File: src/rtl/imem_pkg.sv
// Shared definitions for the instruction-memory loader: FSM states, memory geometry
// and the padding word.
package imem_pkg;

   localparam int          IMEM_DEPTH  = 64;
   localparam int          IMEM_ADDR_W = 6;
   localparam logic [31:0] NOP_WORD    = 32'h0000_0000;

   typedef enum logic [2:0] {
      ST_IDLE,
      ST_COUNT,
      ST_RECV,
      ST_WRITE,
      ST_FILL,
      ST_DONE,
      ST_ERR
   } state_e;

endpackage

File: src/rtl/imem_loader_if.sv
// Byte stream in (valid/ready) and imem write port out, bundled for the loader.
// The master side is the loader; the slave side is the host stream plus the memory.
interface imem_loader_if;

   logic [7:0]  rx_data;
   logic        rx_valid;
   logic        rx_ready;
   logic        imem_we;
   logic [31:0] imem_addr;
   logic [31:0] imem_wdata;

   modport master (
      input  rx_data, rx_valid,
      output rx_ready, imem_we, imem_addr, imem_wdata
   );

   modport slave (
      output rx_data, rx_valid,
      input  rx_ready, imem_we, imem_addr, imem_wdata
   );

endinterface

File: src/rtl/imem_loader_byte_word_packer.sv
// Packs four accepted bytes into a 32-bit word; word_valid flags the beat that
// completes the word, so the packed value is ready on the following cycle.
module byte_word_packer #(
   parameter bit BIG_ENDIAN = 1'b1
) (
   input  logic        clk,
   input  logic        reset,
   input  logic        clear,
   input  logic        byte_valid,
   input  logic [7:0]  byte_data,
   output logic [31:0] word,
   output logic        word_valid
);

   logic [1:0]  cnt_q, cnt_d;
   logic [31:0] word_q, word_d;

   always_ff @(posedge clk) begin
      if (reset) begin
         cnt_q  <= 2'd0;
         word_q <= 32'd0;
      end else begin
         cnt_q  <= cnt_d;
         word_q <= word_d;
      end
   end

   always_comb begin
      cnt_d      = cnt_q;
      word_d     = word_q;
      word_valid = 1'b0;
      if (clear) begin
         cnt_d  = 2'd0;
         word_d = 32'd0;
      end else if (byte_valid) begin
         cnt_d      = cnt_q + 2'd1;
         word_valid = (cnt_q == 2'd3);
         // Big-endian shifts toward the MSB; little-endian fills from the top down.
         if (BIG_ENDIAN)
            word_d = {word_q[23:0], byte_data};
         else
            word_d = {byte_data, word_q[31:8]};
      end
   end

   assign word = word_q;

endmodule

File: src/rtl/imem_loader.sv
// Loads a counted byte stream into the instruction memory as 32-bit words,
// optionally pads the rest with NOPs, and holds the CPU in reset meanwhile.
module imem_loader
   import imem_pkg::*;
#(
   parameter int DEPTH      = IMEM_DEPTH,
   parameter int ADDR_W     = IMEM_ADDR_W,
   parameter bit BIG_ENDIAN = 1'b1,
   parameter bit ZERO_FILL  = 1'b1
) (
   input  logic             clk,
   input  logic             reset,
   input  logic             load_start,
   imem_loader_if.master    bus,
   output logic             cpu_hold,
   output logic             load_done,
   output logic             load_err,
   output logic [ADDR_W:0]  words_written
);

   localparam int                IDX_W   = ADDR_W + 1;
   localparam logic [IDX_W-1:0]  DEPTH_I = IDX_W'(DEPTH);

   state_e           state_q, state_d;
   logic [IDX_W-1:0] count_q, count_d;
   logic [IDX_W-1:0] idx_q, idx_d;
   logic [IDX_W-1:0] written_q, written_d;
   logic [IDX_W-1:0] idx_inc;

   logic        rx_ready;
   logic        imem_we;
   logic [31:0] imem_wdata;
   logic        pack_clear;
   logic        pack_valid;
   logic [31:0] pack_word;
   logic        count_bad;

   byte_word_packer #(
      .BIG_ENDIAN (BIG_ENDIAN)
   ) u_packer (
      .clk        (clk),
      .reset      (reset),
      .clear      (pack_clear),
      .byte_valid (bus.rx_valid && (state_q == ST_RECV)),
      .byte_data  (bus.rx_data),
      .word       (pack_word),
      .word_valid (pack_valid)
   );

   always_ff @(posedge clk) begin
      if (reset) begin
         state_q   <= ST_IDLE;
         count_q   <= '0;
         idx_q     <= '0;
         written_q <= '0;
      end else begin
         state_q   <= state_d;
         count_q   <= count_d;
         idx_q     <= idx_d;
         written_q <= written_d;
      end
   end

   assign idx_inc   = idx_q + IDX_W'(1);
   assign count_bad = (bus.rx_data == 8'd0) || ({24'd0, bus.rx_data} > 32'(DEPTH));

   always_comb begin
      state_d    = state_q;
      count_d    = count_q;
      idx_d      = idx_q;
      written_d  = written_q;
      pack_clear = 1'b0;
      rx_ready   = 1'b0;
      imem_we    = 1'b0;
      imem_wdata = NOP_WORD;
      case (state_q)
         ST_IDLE, ST_DONE, ST_ERR: begin
            // DONE lasts one cycle so load_done is a pulse; it behaves like IDLE otherwise.
            if (state_q == ST_DONE)
               state_d = ST_IDLE;
            if (load_start) begin
               state_d    = ST_COUNT;
               count_d    = '0;
               idx_d      = '0;
               written_d  = '0;
               pack_clear = 1'b1;
            end
         end
         ST_COUNT: begin
            rx_ready = 1'b1;
            if (bus.rx_valid) begin
               if (count_bad) begin
                  state_d = ST_ERR;
               end else begin
                  count_d = IDX_W'(bus.rx_data);
                  state_d = ST_RECV;
               end
            end
         end
         ST_RECV: begin
            rx_ready = 1'b1;
            if (pack_valid)
               state_d = ST_WRITE;
         end
         ST_WRITE: begin
            imem_we    = 1'b1;
            imem_wdata = pack_word;
            idx_d      = idx_inc;
            written_d  = written_q + IDX_W'(1);
            if (idx_inc < count_q)
               state_d = ST_RECV;
            else if (ZERO_FILL && (count_q < DEPTH_I))
               state_d = ST_FILL;
            else
               state_d = ST_DONE;
         end
         ST_FILL: begin
            imem_we   = 1'b1;
            idx_d     = idx_inc;
            written_d = written_q + IDX_W'(1);
            if (idx_inc == DEPTH_I)
               state_d = ST_DONE;
         end
         default: state_d = ST_IDLE;
      endcase
   end

   assign bus.rx_ready   = rx_ready;
   assign bus.imem_we    = imem_we;
   assign bus.imem_wdata = imem_wdata;
   assign bus.imem_addr  = imem_we ? {{(30 - IDX_W){1'b0}}, idx_q, 2'b00} : 32'd0;

   assign cpu_hold      = !((state_q == ST_IDLE) || (state_q == ST_DONE));
   assign load_done     = (state_q == ST_DONE);
   assign load_err      = (state_q == ST_ERR);
   assign words_written = written_q;

endmodule

File: src/flat_wrapper.sv
// flat-port wrapper written by rule: the top's interface ports become plain ports
module imem_loader_flat import imem_pkg::*;
#(
   parameter int DEPTH      = IMEM_DEPTH,
   parameter int ADDR_W     = IMEM_ADDR_W,
   parameter bit BIG_ENDIAN = 1'b1,
   parameter bit ZERO_FILL  = 1'b1
)
  (clk, reset, load_start, cpu_hold, load_done, load_err, words_written, bus_rx_data, bus_rx_valid, bus_rx_ready, bus_imem_we, bus_imem_addr, bus_imem_wdata);
  imem_loader_if bus_i ();
  input  logic clk;
  input  logic reset;
  input  logic load_start;
  output logic cpu_hold;
  output logic load_done;
  output logic load_err;
  output logic [ADDR_W:0] words_written;
  input wire logic [$bits(bus_i.rx_data)-1:0] bus_rx_data;
  input wire logic [$bits(bus_i.rx_valid)-1:0] bus_rx_valid;
  output wire logic [$bits(bus_i.rx_ready)-1:0] bus_rx_ready;
  output wire logic [$bits(bus_i.imem_we)-1:0] bus_imem_we;
  output wire logic [$bits(bus_i.imem_addr)-1:0] bus_imem_addr;
  output wire logic [$bits(bus_i.imem_wdata)-1:0] bus_imem_wdata;
  assign bus_i.rx_data = bus_rx_data;
  assign bus_i.rx_valid = bus_rx_valid;
  assign bus_rx_ready = bus_i.rx_ready;
  assign bus_imem_we = bus_i.imem_we;
  assign bus_imem_addr = bus_i.imem_addr;
  assign bus_imem_wdata = bus_i.imem_wdata;
  imem_loader #(.DEPTH(DEPTH), .ADDR_W(ADDR_W), .BIG_ENDIAN(BIG_ENDIAN), .ZERO_FILL(ZERO_FILL)) u_core (.clk(clk), .reset(reset), .load_start(load_start), .bus(bus_i), .cpu_hold(cpu_hold), .load_done(load_done), .load_err(load_err), .words_written(words_written));
endmodule
File: config.mk
export PLATFORM = sky130hd
export DESIGN_NAME = imem_loader_flat
export DESIGN_NICKNAME = d
export VERILOG_FILES = /design/src/rtl/imem_pkg.sv /design/src/rtl/imem_loader_if.sv /design/src/rtl/imem_loader_byte_word_packer.sv /design/src/rtl/imem_loader.sv /design/src/flat_wrapper.sv
export SDC_FILE = /design/constraint.sdc
export NUM_CORES = 1
export LEC_CHECK = 0
export BUFFER_PORTS_ARGS = -buffer_cell sky130_fd_sc_hd__buf_2
export CAP_MARGIN = 20
export CELL_PAD_IN_SITES_DETAIL_PLACEMENT = 1
export CELL_PAD_IN_SITES_GLOBAL_PLACEMENT = 1
export CORE_UTILIZATION = 41
export CTS_CLUSTER_DIAMETER = 80
export DETAILED_ROUTE_END_ITERATION = 10
export PLACE_DENSITY = 0.87
export SETUP_SLACK_MARGIN = 0.1
export SLEW_MARGIN = 20
export SYNTH_ARGS = -nofsm -noshare
export SYNTH_HDL_FRONTEND = slang
export SYNTH_SLANG_ARGS = --single-unit
File: constraint.sdc
create_clock -name clk -period 6.65 [get_ports clk]
set_input_delay 0.3325 -clock clk [delete_from_list [all_inputs] [get_ports clk]]
set_output_delay 0.3325 -clock clk [all_outputs]
set_load 0.01 [all_outputs]
==> metrics.txt, run 1 <==
status finished clean; P&R area growth vs syn 12.9%; Critical path buffers and inverters 2; Synth top area share 35.0%; clk root buf clkbuf_8; HP Class in -> reg; I/O pin cnt 88; commonest cells after routing, fill and taps aside 74 x nand2_1, 62 x buf_2, 58 x dfxtp_1; cells after synthesis 419; DR vias/cell 5.19; crit-path cells and3b_2, nor2_4, inv_2, and2_1, buf_2; WL per Instance 14.4 um; crit end category output port; fin worst setup slack 3.90 ns; Pre-antenna DRT Iters 4; Post-synth top flop dfxtp_1; grt total ovfl 0; fin crit period 2.75 ns; vias 2974; max_slew headroom 52.4%; Port-buffer cells 62; DP Worst Slack 3.94 ns; Worst Skew 0.00803 ns; WP data required 6.32 ns; largest net degree at the start of global routing 41; WP data arrival 2.41 ns; Hold-fix buffers, CTS 0; CTS Sinks 58; commonest non-fill, non-tap cell in the layout nand2_1; Cell Area, Synth 3320 sq um; PostCTS Resize Cnt 0; final layout net count 488; unrepaired setup endpoints after global routing false; antenna diode count 0; first-pass GRT wire length 13900 um; Starting Density 42.7%; DRT Wirelength 8250 um; Placed Area 3530 sq um; leading area contributor after synthesis dfxtp_1; initial antenna violation count 1; Area contributors post-synth dfxtp_1 35%, nand2_1 8.5%, and2_1 7.9%, a21oi_1 7.4%, buf_4 6.6%; drt drc 0; Worst-Skew Late Latency 0.35 ns; asr flop ratio synth 0%; DP Wirelength 5760 um; count of pins over their slew limit 0; row cnt 32; Post-CTS Setup Bufs 0; fin util 48.2%; worst ir drop on vdd 0.171 mV; CTS H-tree depth 3; PD cells 274 nW/um^2; clk buf depth 2; worst-path maximum fanout 36; Die X 92.0 um; Final setup viols 0; CP max stage cell dfxtp_1; unique cell type count in the Yosys netlist 61; share of layout cells above drive strength 1 20.8%; vias in the first global route 2922; LEAKAGE 1.58 nW; gr usage total 20.9%; DRT antenna net count 0; post-route cell area 3750 sq um; sequential share of the synthesized area 35.0%; GP Congestion 0.732; setup TNS 0 ns; CTS tree built; flops & latches, synth 58; Fmax 364 MHz; clk slew on worst S/H paths 0.07 ns; die area 8460 sq um; final hold vios 0; CP startpoint kind flip-flop; Slew @ Worst Pin 0.713 ns; WS Path Type reg -> out; YS warnings 0; syn avg cell area 7.92 sq um; CP peak stage delay 0.77 ns; total CTS buffers 9; core area 7770 sq um; period utilization 41.3%; Die H 92.0 um; Post-synth EDFFs 0; 1st-iter DRT viols 81; Max Cap Viol 0; CP top delay family simple AND/OR/NAND/NOR gates
state kept, by name (all words and copies together), names as in the netlist:
name and count:
u_core.u_packer.cnt_q 2, u_core.words_written 7, u_core.count_q 7, u_core.state_q 3, u_core.u_packer.word 32, u_core.idx_q 7
worst reg2reg max path, delay by kind of cell, from the launching register on:
family / cells / cell delay (ns)
AOI/OAI and AO/OA: 5 / 0.94
xor gates and xnor gates: 1 / 0.22
adders and majority gates: 2 / 0.62
DFF: 1 / 0.45
and+or+nand+nor: 2 / 0.39
cells in the mapped netlist (all sizes together) (2+ instances only):
| cell | n |
|---|---|
| nor3 | 3 |
| xor2 | 9 |
| or2 | 3 |
| o21bai | 2 |
| and3 | 5 |
| clkbuf | 8 |
| nand3 | 3 |
| dfxtp | 58 |
| inv | 9 |
| and2 | 42 |
| o31ai | 2 |
| buf | 44 |
| nor3b | 5 |
| o2111ai | 4 |
| mux2 | 2 |
| nor2b | 2 |
| nor2 | 23 |
| a22oi | 4 |
| a221oi | 2 |
| a31oi | 3 |
| o21ai | 15 |
| ha | 10 |
| nor4b | 2 |
| nand2b | 2 |
| or3 | 2 |
| xnor2 | 3 |
| a21oi | 51 |
| nand4 | 8 |
| nand2 | 76 |
stage by stage:
step | power (mW) | instances | hold slack, ns
after global routing | 1.09 | 573 | 0.252
after floorplan | 0.628 | 443 | 0.432
final | 1.03 | 573 | 0.259
after detailed placement | 0.672 | 557 | 0.446
after CTS | 1.03 | 573 | 0.249
after global placement | 0.658 | 557 | 0.437
power by group:
part           switching [mW]  internal [mW]  leakage, nW
clock network           0.150          0.210        0.105
registers              0.0404          0.363        0.468
logic                   0.174         0.0890         1.01
total                   0.365          0.662         1.58
final cells by class:
cell class | instances | area [sq um]
well taps | 102 | 128
inverters | 9 | 33.8
flip-flops and latches | 58 | 1160
clock inverters | 7 | 93.8
clock buffers | 9 | 124
fillers | 1009 | 4020
repair buffers | 64 | 325
multi-input cells | 324 | 1880
final timing paths:
path                            depth (start not counted)  slack [ns]                     start                        to
worst max-delay path                                    5        3.90         u_core.state_q[1]          bus_imem_addr[2]
worst min-delay path                                    3        0.26            bus_rx_data[7]   u_core.u_packer.word[7]
worst max register to register                         10        3.94           u_core.idx_q[0]         u_core.state_q[1]
worst min register to register                          2        0.45  u_core.u_packer.word[27]  u_core.u_packer.word[27]
cells by family after synthesis:
family                     after synthesis  share of synthesized area (%)
and+or+nand+nor                        181                           28.6
AOI/OAI and AO/OA                       94                           17.6
buffers and inverters                   61                           11.1
DFF                                     58                           35.0
xor gates and xnor gates                12                           3.17
adders and majority gates               10                           3.77
muxes                                    2                          0.679
other                                    1                          0.113
metal layers:
metal / track usage (%) / routed length [um] / vias up
li1: - / - / 1460
met1: 24.4 / 3580 / 1432
met2: 36.4 / 4150 / 71
met3: 6.55 / 416 / 9
met4: 6.64 / 93 / 2
met5: 0 / 12 / -
Note: power is estimated with default switching activity, not from simulation.
==> run 2, diff against run 1 <==
ABC_AREA = 1   (was default)
CORE_UTILIZATION = 33   (was 41)
PLACE_DENSITY = 0.79   (was 0.87)
clock period = 2.3 ns   (was 6.65 ns; I/O delays follow)
==> run 2 against run 1 <==
- register-to-register slack worse by 3.6 ns
- utilization down 7.1 points
- sequential power rose to 3.0 times the previous value
- critical path type is now reg -> reg
- clock skew about the same
==> metrics.txt, run 2 <==
status finished clean (unchanged); leading area contributor after synthesis dfxtp_1 (unchanged); Int Pwr 2.21 mW (was 0.662 mW); post-route cell area 3850 sq um (was 3750 sq um); worst-path maximum fanout 4 (was 36); LEAKAGE 1.71 nW (was 1.58 nW); asr flop ratio synth 0% (unchanged); unique cell type count in the Yosys netlist 26 (was 61); Placed Area 3560 sq um (was 3530 sq um); core area 9370 sq um (was 7770 sq um); count of pins over their slew limit 0 (unchanged); Pre-antenna DRT Iters 4 (unchanged); YS warnings 0 (unchanged); fin util 41.1% (was 48.2%); r2r startpoint u_core.idx_q[1] (was u_core.idx_q[0]); Final setup viols 0 (unchanged); gr usage total 17.9% (was 20.9%); clk root buf clkbuf_8 (unchanged); Post-synth top flop dfxtp_1 (unchanged); grt total ovfl 0 (unchanged); WP data arrival 2.23 ns (was 2.41 ns); CTS H-tree depth 3 (unchanged); Slew @ Worst Pin 0.665 ns (was 0.713 ns); total CTS buffers 9 (unchanged); drt drc 0 (unchanged); DP Wirelength 6350 um (was 5760 um); DRT Wirelength 8690 um (was 8250 um); commonest cells after routing, fill and taps aside 83 x nand2_1, 82 x nor2_1, 78 x inv_1 (was 74 x nand2_1, 62 x buf_2, 58 x dfxtp_1); WL per Instance 12.6 um (was 14.4 um); Starting Density 34.5% (was 42.7%); flops & latches, synth 58 (unchanged); share of layout cells above drive strength 1 19.4% (was 20.8%); clk buf depth 2 (unchanged); fill cell count 1286 (was 1009); NetSw 1.59 mW (was 0.365 mW); fin crit period 1.99 ns; PD cells 986 nW/um^2 (was 274 nW/um^2); clock power share 27.9% (was 35.1%); crit path from u_core.idx_q[1] (was u_core.state_q[1]); antenna diode count 0 (unchanged); WS Path Type reg -> reg (was reg -> out); GP Congestion 0.779 (was 0.732); commonest non-fill, non-tap cell in the layout nand2_1 (unchanged); Comb pwr share 39.9% (was 25.6%); crit end category flip-flop (was output port); R2R cell count 16 (was 10); largest net degree at the start of global routing 39 (was 41); Cell Area, Synth 3230 sq um (was 3320 sq um); Synth top area share 35.9% (was 35.0%); unrepaired setup endpoints after global routing false (unchanged); initial antenna violation count 0 (was 1); Switching Share 41.7% (was 35.5%); hold slack 0.0777 ns (was 0.259 ns); DP Worst Slack 0.0693 ns (was 3.94 ns); final hold vios 0 (unchanged); fin worst setup slack 0.308 ns (was 3.90 ns); vias in the first global route 3094 (was 2922); row cnt 35 (was 32); CTS Sinks 58 (unchanged); I/O pin cnt 88 (unchanged); final layout net count 579 (was 488); Die X 101 um (was 92.0 um); end of the critical path u_core.state_q[1] (was bus_imem_addr[2]); cells after synthesis 498 (was 419); top cells by count, synth 86 x nand2_1, 85 x nor2_1, 78 x inv_1 (was 75 x nand2_1, 58 x dfxtp_1, 49 x a21oi_1); HP Class in -> reg (unchanged); Sequential Power Share 32.2% (was 39.3%); P&R area growth vs syn 19.1% (was 12.9%); die area 10200 sq um (was 8460 sq um); vias 3164 (was 2974); Port-buffer cells 62 (unchanged); Max Cap Viol 0 (unchanged); setup TNS 0 ns (unchanged); Post-synth EDFFs 0 (unchanged); Worst R2R End u_core.state_q[1] (unchanged); DR vias/cell 4.58 (was 5.19); worst ir drop on vdd 0.378 mV (was 0.171 mV); top-count cell post-synth nand2_1 (unchanged); CP startpoint kind flip-flop (unchanged); Die H 101 um (was 92.0 um); Fmax 502 MHz; Worst Skew 0.00760 ns (was 0.00803 ns); Worst-Skew Late Latency 0.34 ns (was 0.35 ns); WP data required 2.54 ns (was 6.32 ns); first-pass GRT wire length 14500 um (was 13900 um); sequential share of the synthesized area 35.9% (was 35.0%); Area contributors post-synth dfxtp_1 36%, nand2_1 10%, nor2_1 9.9%, inv_1 9.1%, a21oi_1 8.2% (was dfxtp_1 35%, nand2_1 8.5%, and2_1 7.9%, a21oi_1 7.4%, buf_4 6.6%); CTS tree built (unchanged); clk slew on worst S/H paths 0.07 ns (about the same); 1st-iter DRT viols 63 (was 81); max reg flops 32 (unchanged); worst reg-to-reg setup slack 0.31 ns (was 3.94 ns); max_slew headroom 55.5% (was 52.4%); syn avg cell area 6.49 sq um (was 7.92 sq um); DRT antenna net count 0 (unchanged); period utilization 86.6%
## run 2: changes by cell type after synthesis, sizes merged, moves of 8 or more
cell,previous run,this run
and2,42,0
buf,44,35
inv,9,83
nand2,76,91
nand3,3,49
nor2,23,87
xor2,9,1
## run 2: power by group through the flow
stage	Combinational [mW]	Sequential, mW	Clock [mW]
after global routing	1.75	1.24	1.14
after floorplan	1.14	1.23	0
after detailed placement	1.49	1.24	0
after CTS	1.49	1.22	1.09
final	1.51	1.22	1.06
after global placement	1.44	1.23	0
## run 2: cells by family (layout without fill, tap and decap cells)
group,Yosys count,after routing,synth area share (%)
xor gates and xnor gates,1,1,0.271
adders and majority gates,10,10,3.87
and+or+nand+nor,232,232,30.6
other,1,25,0.116
buffers and inverters,127,167,18.2
DFF,58,58,35.9
AOI/OAI and AO/OA,69,69,11.0
## run 2: layout make-up
type / count / area, sq um / area share, %
Clock buffer: 11 / 141 / 3.67
Sequential cell: 58 / 1170 / 30.3
Tap cell: 129 / 161 / 4.19
Clock inverter: 5 / 77.6 / 2.01
Multi-Input combinational cell: 337 / 1640 / 42.4
Timing Repair Buffer: 68 / 355 / 9.22
Inverter: 83 / 317 / 8.21
## run 2: timing repair
| action | 4_1_cts | 5_1_grt |
|---|---|---|
| hold endpoints to repair | 0 | 0 |
| gates resized for setup | 1 | 15 |
| hold buffers | 0 | 0 |
| setup buffers | 0 | 1 |
| setup endpoints to repair | 1 | 3 |
| pin swaps | 0 | 2 |
## run 2: metrics by stage
stage	std cells	total power, mW
2_1_floorplan	522	2.37
3_3_place_gp	674	2.68
3_5_place_dp	674	2.73
4_1_cts	690	3.80
5_1_grt	691	4.12
6_report	691	3.80
## run 2: worst min path at each step
stage	depth (start not counted)	slack, ns	to	from
3_5_place_dp	3	0.43	u_core.u_packer.word[7]	bus_rx_data[7]
5_1_grt	3	0.07	u_core.u_packer.word[1]	bus_rx_data[1]
3_3_place_gp	3	0.42	u_core.u_packer.word[6]	bus_rx_data[6]
6_report	3	0.08	u_core.u_packer.word[1]	bus_rx_data[1]
2_1_floorplan	2	0.28	u_core.u_packer.word[0]	bus_rx_data[0]
4_1_cts	3	0.06	u_core.u_packer.word[1]	bus_rx_data[1]
## run 2: metal layers
layer / vias to the layer above / wire length, um / GRT usage [%] / part of all wire [%]
met3: 11 / 340 / 4.85 / 3.9
met2: 66 / 4280 / 31.4 / 49
met4: 0 / 106 / 4.91 / 1.2
met5: - / 0 / 0 / 0
met1: 1477 / 3960 / 21.4 / 46
li1: 1610 / - / - / -
## run 2: worst max-delay path, stage by stage (launching register included)
cell     delay, ns
dfxtp_4       0.38
ha_4          0.14
nand2_1       0.09
nor2_2        0.12
nand2_1       0.06
nand2_1       0.08
nand2_2       0.08
ha_4          0.27
nand2_1       0.06
a21oi_1       0.15
nor2_2        0.05
nand2_2       0.08
nor2_1        0.04
nor2_1        0.09
nand3_1       0.08
nand2_1       0.07
nor2_1        0.04
==> run 3, diff against run 2 <==
CORE_UTILIZATION = 39   (was 33)
PLACE_DENSITY = 0.87   (was 0.79)
clock period = 2.4 ns   (was 2.3 ns; I/O delays follow)
==> run 3 against run 2 <==
- worst hold slack worse by 0.013 ns
- cell area decreased by 2.1%
- highest routed layer unchanged
- global-route usage up 3.4 points
- largest power group unchanged
==> metrics.txt, run 3 (same netlist as run 2, synthesis figures left out) <==
GP Congestion 0.790 (was 0.779); final hold vios 0 (unchanged); Hold-fix buffers, CTS 0 (unchanged); CTS H-tree depth 3 (unchanged); antenna diode count 0 (unchanged); met2 routed WL 4380 um (was 4280 um); Max Cap Viol 0 (unchanged); max reg flops 32 (unchanged); Die X 93.1 um (was 101 um); total CTS buffers 9 (unchanged); max_slew headroom 55.5% (about the same); DRT Wirelength 8880 um (was 8690 um); fin crit period 2.21 ns (was 1.99 ns); WP data required 2.64 ns (was 2.54 ns); LEAKAGE 1.69 nW (was 1.71 nW); commonest non-fill, non-tap cell in the layout nand2_1 (unchanged); CTS Sinks 58 (unchanged); drt drc 0 (unchanged); largest net degree at the start of global routing 39 (unchanged); Port-buffer cells 62 (unchanged); clk slew on worst S/H paths 0.07 ns (about the same); Pre-antenna DRT Iters 4 (unchanged); Worst-Skew Late Latency 0.36 ns (was 0.34 ns); worst-path maximum fanout 7 (was 4); clk root buf clkbuf_8 (unchanged); WL per Instance 13.4 um (was 12.6 um); unrepaired setup endpoints after global routing false (unchanged); worst ir drop on vdd 0.424 mV (was 0.378 mV); Die H 93.1 um (was 101 um); top layer in use met4 (unchanged); worst reg-to-reg setup slack 0.19 ns (was 0.31 ns); DP Wirelength 6230 um (was 6350 um); P&R area growth vs syn 16.6% (was 19.1%); vias 3264 (was 3164); crit-path cells ha_4, nand2_1, nor2_2, nand2_1, nand2_1, nand2_1, ha_1, a21o_1, nor2_1, nand2_2, nand3_1, nand2_1, nand3_1, a21oi_1 (was ha_4, nand2_1, nor2_2, nand2_1, nand2_1, nand2_2, ha_4, nand2_1, a21oi_1, nor2_2, nand2_2, nor2_1, nor2_1, nand3_1, nand2_1, nor2_1); Worst R2R End u_core.state_q[0] (was u_core.state_q[1]); Starting Density 41.0% (was 34.5%); WP data arrival 2.44 ns (was 2.23 ns); 1st-iter DRT viols 91 (was 63); commonest cells after routing, fill and taps aside 85 x nand2_1, 84 x nor2_1, 78 x inv_1 (was 83 x nand2_1, 82 x nor2_1, 78 x inv_1); crit path from u_core.idx_q[0] (was u_core.idx_q[1]); I/O pin cnt 88 (unchanged); Placed Area 3520 sq um (was 3560 sq um); WS Path Type reg -> reg (unchanged); R2R cell count 14 (was 16); PD cells 978 nW/um^2 (was 986 nW/um^2); CP peak stage delay 0.40 ns (was 0.38 ns); share of layout cells above drive strength 1 18.2% (was 19.4%); Slew @ Worst Pin 0.665 ns (about the same); clk buf depth 2 (unchanged); Metal-1 WL 4020 um (was 3960 um); Pwr Total 3.69 mW (was 3.80 mW); fin worst setup slack 0.194 ns (was 0.308 ns); core area 7890 sq um (was 9370 sq um); DRT antenna net count 0 (unchanged); gr usage total 21.3% (was 17.9%); Critical path buffers and inverters 0 (unchanged); DP Worst Slack 0.106 ns (was 0.0693 ns); vias in the first global route 3214 (was 3094); period utilization 91.9% (was 86.6%); Final setup viols 0 (unchanged); setup TNS 0 ns (unchanged); post-route cell area 3770 sq um (was 3850 sq um); die area 8660 sq um (was 10200 sq um); crit end category flip-flop (unchanged); Worst Skew 0.0161 ns (was 0.00760 ns); first-pass GRT wire length 14600 um (was 14500 um); CP startpoint kind flip-flop (unchanged); status finished clean (unchanged); CP top delay family simple AND/OR/NAND/NOR gates (unchanged); CP Depth 14 (was 16); CP max stage cell dfxtp_4 (unchanged); Met3 Routed Length 348 um (was 340 um); initial antenna violation count 0 (unchanged); HP Class in -> reg (unchanged); grt total ovfl 0 (unchanged); hold slack 0.0652 ns (was 0.0777 ns); CTS tree built (unchanged); row cnt 32 (was 35); DR vias/cell 4.93 (was 4.58); r2r startpoint u_core.idx_q[0] (was u_core.idx_q[1]); most used cell, CP nand2_1 (unchanged); final layout net count 577 (was 579); count of pins over their slew limit 0 (unchanged); end of the critical path u_core.state_q[0] (was u_core.state_q[1]); Fmax 453 MHz (was 502 MHz)
==> run 3: cell count changes in the layout (fill, tap and decap cells not counted), moves of 2 or more <==
cell      previous run  this run
buf_4                6         4
clkinv_2             2         0
clkinv_4             0         2
nand2_1             83        85
nand2_2              5         3
nor2_1              82        84
==> run 3: layout make-up <==
class / count / area [sq um]
well taps: 102 / 128
inverters: 83 / 317
fillers: 1098 / 4120
clock inverters: 7 / 101
clock buffers: 9 / 124
repair buffers: 66 / 340
multi-input cells: 337 / 1600
flip-flops and latches: 58 / 1170
==> run 3: metrics by stage <==
step	util [%]	instances
6_report	47.8	662
5_1_grt	47.8	662
4_1_cts	47.5	662
3_5_place_dp	44.6	646
3_3_place_gp	44.6	646
2_1_floorplan	-	522
==> run 3: how the worst min path moves through the flow <==
stage | start | end | slack [ns] | cells after the start
after floorplan | bus_rx_data[0] | u_core.u_packer.word[0] | 0.29 | 2
after global placement | bus_rx_data[2] | u_core.u_packer.word[2] | 0.43 | 3
after detailed placement | bus_rx_data[7] | u_core.u_packer.word[7] | 0.44 | 3
after CTS | bus_rx_data[7] | u_core.u_packer.word[7] | 0.06 | 3
after global routing | bus_rx_data[0] | u_core.u_packer.word[0] | 0.06 | 3
final | bus_rx_data[7] | u_core.u_packer.word[7] | 0.07 | 3
==> run 3: report_power, final <==
part	total, mW	switching [mW]	internal, mW
combinational	1.46	1.04	0.419
sequential	1.19	0.105	1.08
clock	1.04	0.448	0.591
==> run 3: routing by layer <==
| metal | global-route usage [%] | vias to the layer above |
|---|---|---|
| li1 | - | 1611 |
| met1 | 25.6 | 1568 |
| met2 | 37.4 | 73 |
| met3 | 5.28 | 12 |
| met4 | 6.28 | 0 |
| met5 | 0 | - |
==> run 3: repair_timing <==
action / CTS / global route
setup endpoints to repair: 1 / 3
buffers inserted: 0 / 0
endpoints found under the hold margin: 0 / 0
pin swaps: 0 / 1
gates resized for setup: 1 / 7
==> run 3: worst reg2reg max path: cells and delay by family, from the launching register on <==
family          cells  cell delay [ns]
simple gates       10             0.99
flops               1             0.40
fa+ha+maj           2             0.46
compound gates      2             0.25
